**src/rtl/card_blit_reader.sv**
```systemverilog
// Copies one 16x32 card sprite from its memory into the 256x240 framebuffer at a latched origin.
// Optional TRANSPARENT_KEY_EN: colour-0 pixels are skipped (fbWE low, timing unchanged).
module card_blit_reader #(
  parameter int unsigned CARD_W  = 16,
  parameter int unsigned CARD_H  = 32,
  parameter int unsigned ADDR_W  = 9,
  parameter int unsigned COLOR_W = 3,
  parameter int unsigned FB_W    = 256,
  parameter int unsigned FB_H    = 240
) (
  input  logic               clock,
  input  logic               reset,
  input  logic               start,
  input  logic [7:0]         cardX,
  input  logic [7:0]         cardY,
  output logic               cardRE,
  output logic [ADDR_W-1:0]  cardAddr,
  input  logic [COLOR_W-1:0] cardData,
  output logic               fbWE,
  output logic [15:0]        fbAddr,
  output logic [COLOR_W-1:0] fbData,
  output logic               busy,
  output logic               done
);

  localparam int unsigned COL_W = $clog2(CARD_W);
  localparam int unsigned ROW_W = $clog2(CARD_H);
  localparam int unsigned CRD_W = 9;

  typedef enum logic [1:0] {S_IDLE, S_FETCH, S_DRAIN, S_DONE} state_e;

  state_e               state_q, state_d;
  logic [7:0]           x0_q, x0_d, y0_q, y0_d;
  logic [ADDR_W-1:0]    addr_q, addr_d;
  logic [COL_W-1:0]     col_q, col_d, col1_q;
  logic [ROW_W-1:0]     row_q, row_d, row1_q;
  logic                 drain_q, drain_d;
  logic                 re_q, re_d, busy_q, busy_d, done_q, done_d;
  logic                 v1_q;
  logic                 we_q, we_d;
  logic [15:0]          fb_addr_q, fb_addr_d;
  logic [COLOR_W-1:0]   fb_data_q, fb_data_d;
  logic [CRD_W-1:0]     x_c, y_c;
  logic                 keep_c;

  // Next state, read counters and registered status outputs
  always_comb begin
    state_d = state_q;
    x0_d    = x0_q;
    y0_d    = y0_q;
    addr_d  = addr_q;
    col_d   = col_q;
    row_d   = row_q;
    drain_d = drain_q;
    unique case (state_q)
      S_IDLE: begin
        if (start) begin
          state_d = S_FETCH;
          x0_d    = cardX;
          y0_d    = cardY;
          addr_d  = '0;
          col_d   = '0;
          row_d   = '0;
        end
      end
      S_FETCH: begin
        if (addr_q == ADDR_W'(CARD_W * CARD_H - 1)) begin
          state_d = S_DRAIN;
          drain_d = 1'b0;
        end else begin
          addr_d = addr_q + ADDR_W'(1);
          if (col_q == COL_W'(CARD_W - 1)) begin
            col_d = '0;
            row_d = row_q + ROW_W'(1);
          end else begin
            col_d = col_q + COL_W'(1);
          end
        end
      end
      S_DRAIN: begin
        if (drain_q) state_d = S_DONE;
        else         drain_d = 1'b1;
      end
      S_DONE:  state_d = S_IDLE;
      default: state_d = S_IDLE;
    endcase
    re_d   = (state_d == S_FETCH);
    busy_d = (state_d == S_FETCH) || (state_d == S_DRAIN);
    done_d = (state_d == S_DONE);
  end

  // Write stage: 9-bit coordinates so off-screen pixels clip instead of wrapping
  always_comb begin
    x_c = {1'b0, x0_q} + CRD_W'(col1_q);
    y_c = {1'b0, y0_q} + CRD_W'(row1_q);
`ifdef TRANSPARENT_KEY_EN
    keep_c = (cardData != '0);
`else
    keep_c = 1'b1;
`endif
    we_d      = v1_q && (x_c < CRD_W'(FB_W)) && (y_c < CRD_W'(FB_H)) && keep_c;
    fb_addr_d = we_d ? {y_c[7:0], x_c[7:0]} : fb_addr_q;
    fb_data_d = we_d ? cardData : fb_data_q;
  end

  always_ff @(posedge clock or posedge reset) begin
    if (reset) begin
      state_q   <= S_IDLE;
      x0_q      <= '0;
      y0_q      <= '0;
      addr_q    <= '0;
      col_q     <= '0;
      row_q     <= '0;
      drain_q   <= 1'b0;
      re_q      <= 1'b0;
      busy_q    <= 1'b0;
      done_q    <= 1'b0;
      v1_q      <= 1'b0;
      col1_q    <= '0;
      row1_q    <= '0;
      we_q      <= 1'b0;
      fb_addr_q <= '0;
      fb_data_q <= '0;
    end else begin
      state_q   <= state_d;
      x0_q      <= x0_d;
      y0_q      <= y0_d;
      addr_q    <= addr_d;
      col_q     <= col_d;
      row_q     <= row_d;
      drain_q   <= drain_d;
      re_q      <= re_d;
      busy_q    <= busy_d;
      done_q    <= done_d;
      v1_q      <= re_q;
      col1_q    <= col_q;
      row1_q    <= row_q;
      we_q      <= we_d;
      fb_addr_q <= fb_addr_d;
      fb_data_q <= fb_data_d;
    end
  end

  assign cardRE   = re_q;
  assign cardAddr = addr_q;
  assign fbWE     = we_q;
  assign fbAddr   = fb_addr_q;
  assign fbData   = fb_data_q;
  assign busy     = busy_q;
  assign done     = done_q;

endmodule
```
**config.mk**
```make
export PLATFORM = sky130hd
export DESIGN_NAME = card_blit_reader
export DESIGN_NICKNAME = d
export VERILOG_FILES = /design/src/rtl/card_blit_reader.sv
export SDC_FILE = /design/constraint.sdc
export NUM_CORES = 1
export LEC_CHECK = 0
export CELL_PAD_IN_SITES_DETAIL_PLACEMENT = 0
export CELL_PAD_IN_SITES_GLOBAL_PLACEMENT = 2
export CORE_ASPECT_RATIO = 1.25
export CORE_MARGIN = 1.5
export CORE_UTILIZATION = 35
export DETAILED_ROUTE_END_ITERATION = 7
export PLACE_DENSITY_LB_ADDON = 0.1
export SYNTH_ARGS = -nofsm -noshare
export SYNTH_HDL_FRONTEND = slang
export SYNTH_SLANG_ARGS = --single-unit
```
**constraint.sdc**
```tcl
create_clock -name clock -period 3.3 [get_ports clock]
set_input_delay 0.33 -clock clock [delete_from_list [all_inputs] [get_ports clock]]
set_output_delay 0.33 -clock clock [all_outputs]
set_load 0.005 [all_outputs]
```
=== After elaboration in Yosys (flattened, before gate mapping) ===
Index checks and enable logic that the tools add are counted.

* Register bits after elaboration: 70
* Output and inout bits: 32
* Word-level logic and storage cells: 62
* Input port bits: 22

* Eq/ne operators: 12
* Reduce and logical (&&, ||, !) cells: 10
* Add/sub/neg operators: 5
* $lt $le $gt $ge: 2
* Mux-type cells: 17

{| class="wikitable"
|+ Operators with widths
! cell !! count
|-
| 9-bit two-way mux || 2
|-
| 9-bit case mux with 2 select lines || 1
|-
| 5-bit two-way mux || 3
|-
| 4-bit two-way mux || 3
|-
| 5-bit case mux with 2 select lines || 1
|-
| 8-bit by 4-bit adder with 9-bit output || 1
|-
| 8-bit by 5-bit adder with 9-bit output || 1
|-
| 9-bit by 1-bit adder with 9-bit output, second input constant || 1
|-
| 9-bit equality test, second input constant || 1
|-
| 9-bit by 8-bit < comparator with 1-bit output, second input constant || 1
|-
| 9-bit < comparator, second input constant || 1
|-
| 2-bit equality test, second input constant || 4
|-
| 2-bit inequality test, second input constant || 4
|-
| 2-bit case mux with 4 select lines || 1
|-
| 4-bit case mux with 2 select lines || 1
|-
| 2-bit two-way mux || 3
|-
| 5-bit by 1-bit adder with 5-bit output, second input constant || 1
|-
| 4-bit by 1-bit adder with 4-bit output, second input constant || 1
|-
| 2-bit by 1-bit equality test with 1-bit output, second input constant || 2
|-
| 4-bit equality test, second input constant || 1
|-
| 2-bit AND reduction || 2
|-
| 4-bit AND reduction || 1
|-
| 2-bit nonzero test || 2
|-
| 3-bit AND reduction || 1
|-
| other kinds (5) || 6
|}

=== Depth between registers and ports, before layout ===
Gate-level depths: netlist of run 1.

* Depth after elaboration: 5
* Gate-level depth with buffers: 10
* Gate-level depth less buffers: 9

=== Least setup slack after synthesis of run 1 ===
Ideal clock, no wire load.

* Path kind: reg-to-reg
* From: reg y0_q[0]
* To: reg fb_addr_q[2], in the netlist fbAddr[2]
* Cell stages (with the launch flop): 11
* Required time: 3.175 ns
* Slack: 0.952 ns
* Library setup time: 0.125 ns
* Period minus slack after synthesis: 2.348 ns
* Path buffers: 1
* Arrival time: 2.223 ns
* Cells stage by stage: dfrtp_1 > ha_1 > inv_1 > fa_1 > nand2b_1 > a21oi_1 > xnor2_1 > nor3b_2 > a21boi_4 > buf_12 > mux2_4

* Word-level cells in the longest chain between the ends: 3

{| class="wikitable"
|+ RTL lines
! element !! line !! text
|-
| start: declaration || 33 || <nowiki>logic [7:0] x0_q, x0_d, y0_q, y0_d;</nowiki>
|-
| start signal: assignment || 127 || <nowiki>y0_q <= y0_d;</nowiki>
|-
| 8-bit by 5-bit adder with 9-bit output || 95 || <nowiki>y_c = {1'b0, y0_q} + CRD_W'(row1_q);</nowiki>
|-
| 9-bit by 8-bit < comparator with 1-bit output || 101 || <nowiki>we_d = v1_q && (x_c < CRD_W'(FB_W)) && (y_c < CRD_W'(FB_H)) && keep_c;</nowiki>
|-
| 1-bit logical AND || 101 ||
|-
| named net we_d || 40 || <nowiki>logic we_q, we_d;</nowiki>
|-
| end signal: assignment || 139 || <nowiki>fb_addr_q <= fb_addr_d;</nowiki>
|-
| end: declaration || 41 || <nowiki>logic [15:0] fb_addr_q, fb_addr_d;</nowiki>
|}

The timed path passes the listed nets, and every way through them passes these cells.
A chain may end at the register's enable or synchronous reset.

=== Worst setup path after layout of run 1 ===
* From: reg x0_q[0]
* To: reg fb_addr_q[8], in the netlist fbAddr[8]

* Word-level cells in the longest chain between the ends: 4

{| class="wikitable"
|+ RTL lines
! element !! line !! text
|-
| start: declaration || 33 ||
|-
| start signal: assignment || 109 || <nowiki>x0_q <= '0;</nowiki>
|-
| start signal: assignment || 126 || <nowiki>x0_q <= x0_d;</nowiki>
|-
| 8-bit by 4-bit adder with 9-bit output || 94 || <nowiki>x_c = {1'b0, x0_q} + CRD_W'(col1_q);</nowiki>
|-
| 9-bit < comparator || 101 ||
|-
| 1-bit logical AND (2 in series) || 101 ||
|}

Every way passes these cells.

==> qor.csv, run 1 <==
metric,value,unit
dr_total_vias,2082,
synth-seq-area-share,54.9,%
grt_setup_unrepaired,false,
cts_repair_resize_count,0,
number_of_antenna_violations_at_the_first_check_in_global_routing,0,
final_max_tran_viols,0,
run_status,"finished, final reports clean",
worst-endpoint-arrival,2930,ps
library_cells_used_by_synthesis,38,
drt_first_pass_iters,4,
clk_latency,350,ps
grt_first_pass_wirelength,10200,µm
period_needed,2700,ps
post_synth_and_or_nand_nor_area_fraction,9.56,%
synthAdderAreaFrac,7.13,%
fin_worst_skew,8.75,ps
sequential_cell_area,0.00175,mm²
synth_nets,301,
cts.root.buffer_cell,sky130_fd_sc_hd__clkbuf_8,
grt_pass1_vias,2111,
postRouteAntennaNets,0,
gp_routability_congestion,0.669,
clk_path_buf_depth,2,
max_slew.worst_pin.slew,727,ps
dominant_combinational_cell_family_by_area_after_synthesis,multiplexers,
postCtsSetupBuffers,0,
syn_to_final_growth,26.9,%
irDropWorstVdd,0.000270,V
fillerInstances,855,
place_hpwl,4410,µm
rows,38,
power_per_cell_area,666,mW/mm²
timing.slew.headroom,51.4,%
synth_mux_area_share,11.1,%
grt_max_degree,41,
average_wire_per_standard_cell,13.7,µm
globalRouteOverflowTotal,0,
timing.critical_path.required,3530,ps
timing.setup.tns,0,ps
grtUsageTotal,14.1,%
tritoncts_clock_tree,built,
post_dp_cell_area,0.00388,mm²
diodes,0,
post_synth_instance_area,0.00319,mm²
synth_compound_gate_area_share,8.46,%
finish.instance_area,0.00405,mm²
critical_path_cell_by_cell,ha_1 > inv_1 > fa_1 > inv_1 > a21o_1 > a21oi_4 > o221a_4 > a21boi_4 > mux2_2,
worstSetupPathType,reg2reg,
cellLeakagePower,1.85,nW
synth-seq-cells,70,
design.portCount,54,
place.port_buffers,53,
max_cap_viol_count,0,
report.final.hold_viol_count,0,
multi_input_comb_area,0.00135,mm²
cts_bufs_inserted,9,
core_region_area,0.00875,mm²
vias_per_cell,4.64,
dieArea,0.00971,mm²
portion_of_the_clock_cycle_consumed_by_the_worst_path_in_the_final_layout,81.8,%
synthesized_area_fraction_occupied_by_xor_and_xnor_cells,6.03,%
m1WireLength,2750,µm
setup.worst_path.start_class,flop,
crit_path_max_fanout,18,
hold_path_class,in2async,
dr_wl_met3,267,µm
fmax,370,MHz
met2WireLength,3020,µm
h-tree-depth,3,
routed.top_layer,met4,
wl,6150,µm
nNetsFinal,363,
setup_violations,0,
dr.first_iter.drc_count,47,
critPathMaxStageDelay,620,ps
synth.avg_cell_area,12.2,µm²
number_of_remaining_drc_errors,0,
die_y,110,µm
starting_utilization_of_the_core_area,36.5,%
tritoncts_num_sinks,70,
cts.clk_slew.worst_paths,80,ps
endpoint_class_of_the_critical_path,flop,
synth_warnings,0,
critPathMostFrequentCell,sky130_fd_sc_hd__inv_1,
cts-hold-fix-buffers,0,
post_synth_inst_count,262,
drive_above_1_share,16.1,%
chipWidth,88.4,µm
crit_path_top_delay_cell,sky130_fd_sc_hd__a21boi_4,
## registers in the layout, indices dropped and copies added, names as in the netlist, 2 cells and up
signal,cells
row1_q,5
col1_q,4
col_q,4
cardAddr,9
row_q,5
fbAddr,16
state_q,2
fbData,3
y0_q,8
x0_q,8
## cell usage after synthesis (all sizes together)
master | number | area share (%)
o21bai | 1 | 0.24
a221oi | 1 | 0.27
ha | 15 | 5.9
nand2 | 21 | 2.5
mux2i | 3 | 0.94
nand2b | 2 | 0.39
nand4 | 4 | 0.78
mux2 | 27 | 10
a21o | 5 | 1.2
dfrtp | 70 | 55
or3 | 2 | 0.39
a31oi | 1 | 0.20
clkbuf | 1 | 0.12
a2bb2oi | 2 | 0.55
a211o | 1 | 0.27
fa | 2 | 1.3
nor3 | 4 | 0.63
o2111ai | 1 | 0.27
buf | 4 | 1.0
a21oi | 8 | 1.6
nand3 | 8 | 1.3
xor2 | 13 | 3.6
o21ai | 14 | 2.2
and2b | 1 | 0.27
nor2 | 18 | 2.1
o221a | 1 | 0.63
inv | 15 | 1.8
o31ai | 2 | 0.47
nor3b | 3 | 0.86
xnor2 | 9 | 2.5
nor2b | 2 | 0.39
a21boi | 1 | 0.59
## kinds of logic after synthesis
logic type      Yosys count
compound gates           38
xor+xnor                 22
fa+ha+maj                17
buf+inv                  20
flops                    70
mux                      30
simple gates             65
## worst max-delay path, delay by kind of cell, from the launching register on
kind	cells	cell delay [ps]
fa+ha+maj	2	420
buf+inv	2	120
mux	1	410
flops	1	380
compound gates	4	1250
## power by group
group          internal, mW  switching [mW]
clock network         0.273           0.348
registers              1.08           0.171
logic                 0.496           0.329
## cell type report
type	instances	area share, %
inverters	15	1.39
clock inverters	7	1.24
clock buffers	9	3.06
multi-input cells	172	33.4
flip-flops and latches	70	43.2
well taps	120	3.71
repair buffers	56	14.0
## stage by stage
step	cells	hold slack [ps]	worst slack [ps]	power, mW	util (%)
global placement	433	383	638	2.10	44.3
CTS	449	403	548	2.75	46.3
global route	449	422	364	2.91	46.3
floorplan	262	372	952	1.71	-
finish	449	398	599	2.70	46.3
detailed placement	433	383	586	2.11	44.3
## cells in the final DEF (no fill, tap or decap), drive strengths merged, types with 9 or more instances in the layout
master	instances
clkdlybuf4s50	53
xnor2	9
o21ai	14
inv	16
nor2	18
clkbuf	9
nand2	21
xor2	13
dfrtp	70
mux2	27
ha	15
## worst paths after layout
check                           cells after the start    endpoint  slack (ps)     start
worst max-delay path                                9   fbAddr[8]         600   x0_q[0]
worst min-delay path                                2        done         400     reset
worst max register to register                      9   fbAddr[8]         600   x0_q[0]
worst min register to register                      0   row1_q[4]         400  row_q[4]
max in group asynchronous                           3  fbAddr[11]        2250     reset
min in group clock                                  0   row1_q[4]         400  row_q[4]
## routing by layer
metal / vias to the layer above / track usage [%]
met3: 10 / 4.13
met1: 1010 / 17.3
li1: 1023 / -
met4: 0 / 6.03
met2: 39 / 22.8
met5: - / 0
No activity file was read; power rests on OpenSTA's default activity.
==> inputs of run 2 (changes only) <==
- clock period: 3.3 -> 2.7 ns (I/O delays scaled with it)
==> run 2 against run 1 <==
Net effect: final area grew 2.7%; cell count is 0.67% higher; via count fell by 1.3%; fmax up 11%; routed wire length about the same; first-iteration DRC count fell by 19%; clock skew is 1.2 ps higher; sequential cell count did not move; combinational power grew 23%; clock-buffer cell count rose by 2; global-route usage rose by 0.14 points; utilization increased by 1.2 points; critical path type unchanged; critical endpoint is now cardAddr[7]; largest cell class unchanged.
==> qor.csv, run 2 (synthesized netlist as in run 1, its figures left out) <==
metric,value,unit,change
average_wire_per_standard_cell,13.6,µm,was 13.7 µm
grt_first_pass_wirelength,10200,µm,about the same
critPathTopFamily,simple AND/OR/NAND/NOR gates,,was compound AO/OA/AOI/OAI gates
chipWidth,88.4,µm,unchanged
final-instance-count-excl-fill,452,,was 449
vias_per_cell,4.55,,was 4.64
power_switching,1.01,mW,was 0.848 mW
hold_path_class,in2async,,unchanged
setup.worst_path.start_class,flop,,unchanged
irDropWorstVdd,0.000352,V,was 0.000270 V
worstSetupPathType,reg2reg,,unchanged
wl,6160,µm,was 6150 µm
nNetsFinal,366,,was 363
number_of_antenna_violations_at_the_first_check_in_global_routing,0,,unchanged
cellLeakagePower,1.90,nW,was 1.85 nW
regToRegSetupSlack,260,ps,was 600 ps
cts_repair_resize_count,0,,unchanged
diodes,0,,unchanged
cts.clk_slew.worst_paths,80,ps,about the same
clk_path_buf_depth,2,,unchanged
globalRouteOverflowTotal,0,,unchanged
report.final.hold_viol_count,0,,unchanged
critical_path_cell_by_cell,ha_1 > nand3_1 > nor3_1 > ha_1 > a211o_1 > nor3_1 > nand3_1 > xor2_1 > nor2_1,,was ha_1 > inv_1 > fa_1 > inv_1 > a21o_1 > a21oi_4 > o221a_4 > a21boi_4 > mux2_2
final_common_cell,sky130_fd_sc_hd__dfrtp_1,,unchanged
drt_first_pass_iters,4,,unchanged
worst-endpoint-arrival,2680,ps,was 2930 ps
period_needed,2440,ps,was 2700 ps
grt_setup_unrepaired,false,,unchanged
power.total,3.58,mW,was 2.70 mW
power_per_cell_area,862,mW/mm²,was 666 mW/mm²
critPathMaxStageDelay,490,ps,was 620 ps
max_cap_viol_count,0,,unchanged
syn_to_final_growth,30.3,%,was 26.9%
portion_of_the_clock_cycle_consumed_by_the_worst_path_in_the_final_layout,90.5,%,was 81.8%
layout.cells.most_common_list,"70 x sky130_fd_sc_hd__dfrtp_1, 53 x sky130_fd_sc_hd__clkdlybuf4s50_1, 22 x sky130_fd_sc_hd__mux2_2",,unchanged
clk_latency,340,ps,was 350 ps
multi_input_comb_area,0.00135,mm²,unchanged
fmax,409,MHz,was 370 MHz
dr.first_iter.drc_count,38,,was 47
sequential_cell_area,0.00175,mm²,unchanged
power.clock.fraction,28.8,%,was 23.0%
postRouteAntennaNets,0,,unchanged
fin_worst_skew,9.94,ps,was 8.75 ps
endpoint_class_of_the_critical_path,flop,,unchanged
die_y,110,µm,unchanged
comb_power_share,28.4,%,was 30.6%
grtUsageTotal,14.2,%,was 14.1%
starting_utilization_of_the_core_area,36.5,%,unchanged
max_slew.worst_pin.slew,465,ps,was 727 ps
timing.slew.headroom,68.9,%,was 51.4%
setup_violations,0,,unchanged
sequentialPowerShare,42.9,%,was 46.4%
largest_register_ff_count,16,,unchanged
cts.root.buffer_cell,sky130_fd_sc_hd__clkbuf_8,,unchanged
tritoncts_num_sinks,70,,unchanged
timing.critical_path.buf_inv,0,,was 2
grt_max_degree,71,,was 41
final_max_tran_viols,0,,unchanged
number_of_remaining_drc_errors,0,,unchanged
grt_pass1_vias,2145,,"was 2,111"
dr_total_vias,2055,,"was 2,082"
crit_path_top_delay_cell,sky130_fd_sc_hd__a211o_1,,was sky130_fd_sc_hd__a21boi_4
finish.instance_area,0.00416,mm²,was 0.00405 mm²
fillerInstances,841,,was 855
core_region_area,0.00875,mm²,unchanged
rows,38,,unchanged
design.portCount,54,,unchanged
run_status,"finished, final reports clean",,unchanged
internal_power,2.58,mW,was 1.85 mW
place_hpwl,4420,µm,was 4410 µm
place.port_buffers,53,,unchanged
crit_path_max_fanout,15,,was 18
cts_bufs_inserted,9,,unchanged
dieArea,0.00971,mm²,unchanged
tritoncts_clock_tree,built,,unchanged
h-tree-depth,3,,unchanged
timing.setup.tns,0,ps,unchanged
post_dp_cell_area,0.00391,mm²,was 0.00388 mm²
gp_routability_congestion,0.734,,was 0.669
drive_above_1_share,16.6,%,was 16.1%
p_sw_share,28.2,%,was 31.4%
total_placed_cells_including_tap_cells,435,,was 433
timing.critical_path.required,2940,ps,was 3530 ps
run 2: worst reg2reg max path, cell delays in order (launching register included):
cell and delay [ps]:
sky130_fd_sc_hd__dfrtp_1 430, sky130_fd_sc_hd__ha_1 260, sky130_fd_sc_hd__nand3_1 110, sky130_fd_sc_hd__nor3_1 70, sky130_fd_sc_hd__ha_1 240, sky130_fd_sc_hd__a211o_1 490, sky130_fd_sc_hd__nor3_1 400, sky130_fd_sc_hd__nand3_1 140
sky130_fd_sc_hd__xor2_1 150, sky130_fd_sc_hd__nor2_1 50
run 2: final timing paths:
path                             startpoint     endpoint  cells after the start
worst min register to register       cardRE         v1_q                      0
worst max-delay path            cardAddr[0]  cardAddr[7]                      9
worst max register to register  cardAddr[0]  cardAddr[7]                      9
worst min-delay path                  reset   state_q[0]                      3
max in group asynchronous             reset      y0_q[7]                      3
min in group clock                   cardRE         v1_q                      0
run 2: metrics by stage:
stage	worst slack (ps)	utilization [%]	hold slack [ps]
6_report	257	47.6	309
5_1_grt	39.3	47.6	356
4_1_cts	141	47.5	322
3_5_place_dp	148	44.6	384
3_3_place_gp	215	44.6	380
2_1_floorplan	352	-	372
run 2: metal layers:
metal,track usage (%),part of all wire [%]
met1,17.4,44
met2,23.1,49
met3,3.45,4.5
met4,7.37,2.4
met5,0,0
run 2: power groups by stage:
stage / clock network, mW / logic [mW] / registers (mW)
2_1_floorplan: 0 / 0.572 / 1.52
3_3_place_gp: 0 / 1.03 / 1.56
3_5_place_dp: 0 / 1.04 / 1.56
4_1_cts: 1.06 / 1.04 / 1.54
5_1_grt: 1.10 / 1.16 / 1.58
6_report: 1.03 / 1.02 / 1.54
run 2: area by class of cell:
class / count / share of cell area, %
multi-input combinational: 172 / 32.5
timing repair buffer: 59 / 14.4
clock inverter: 5 / 2.56
inverter: 15 / 1.35
sequential: 70 / 42.1
clock buffer: 11 / 3.40
tap: 120 / 3.61
run 2: timing repair:
item / CTS / global route
endpoints found under the setup margin: 0 / 2
hold buffers: 0 / 0
buffers inserted: 0 / 1
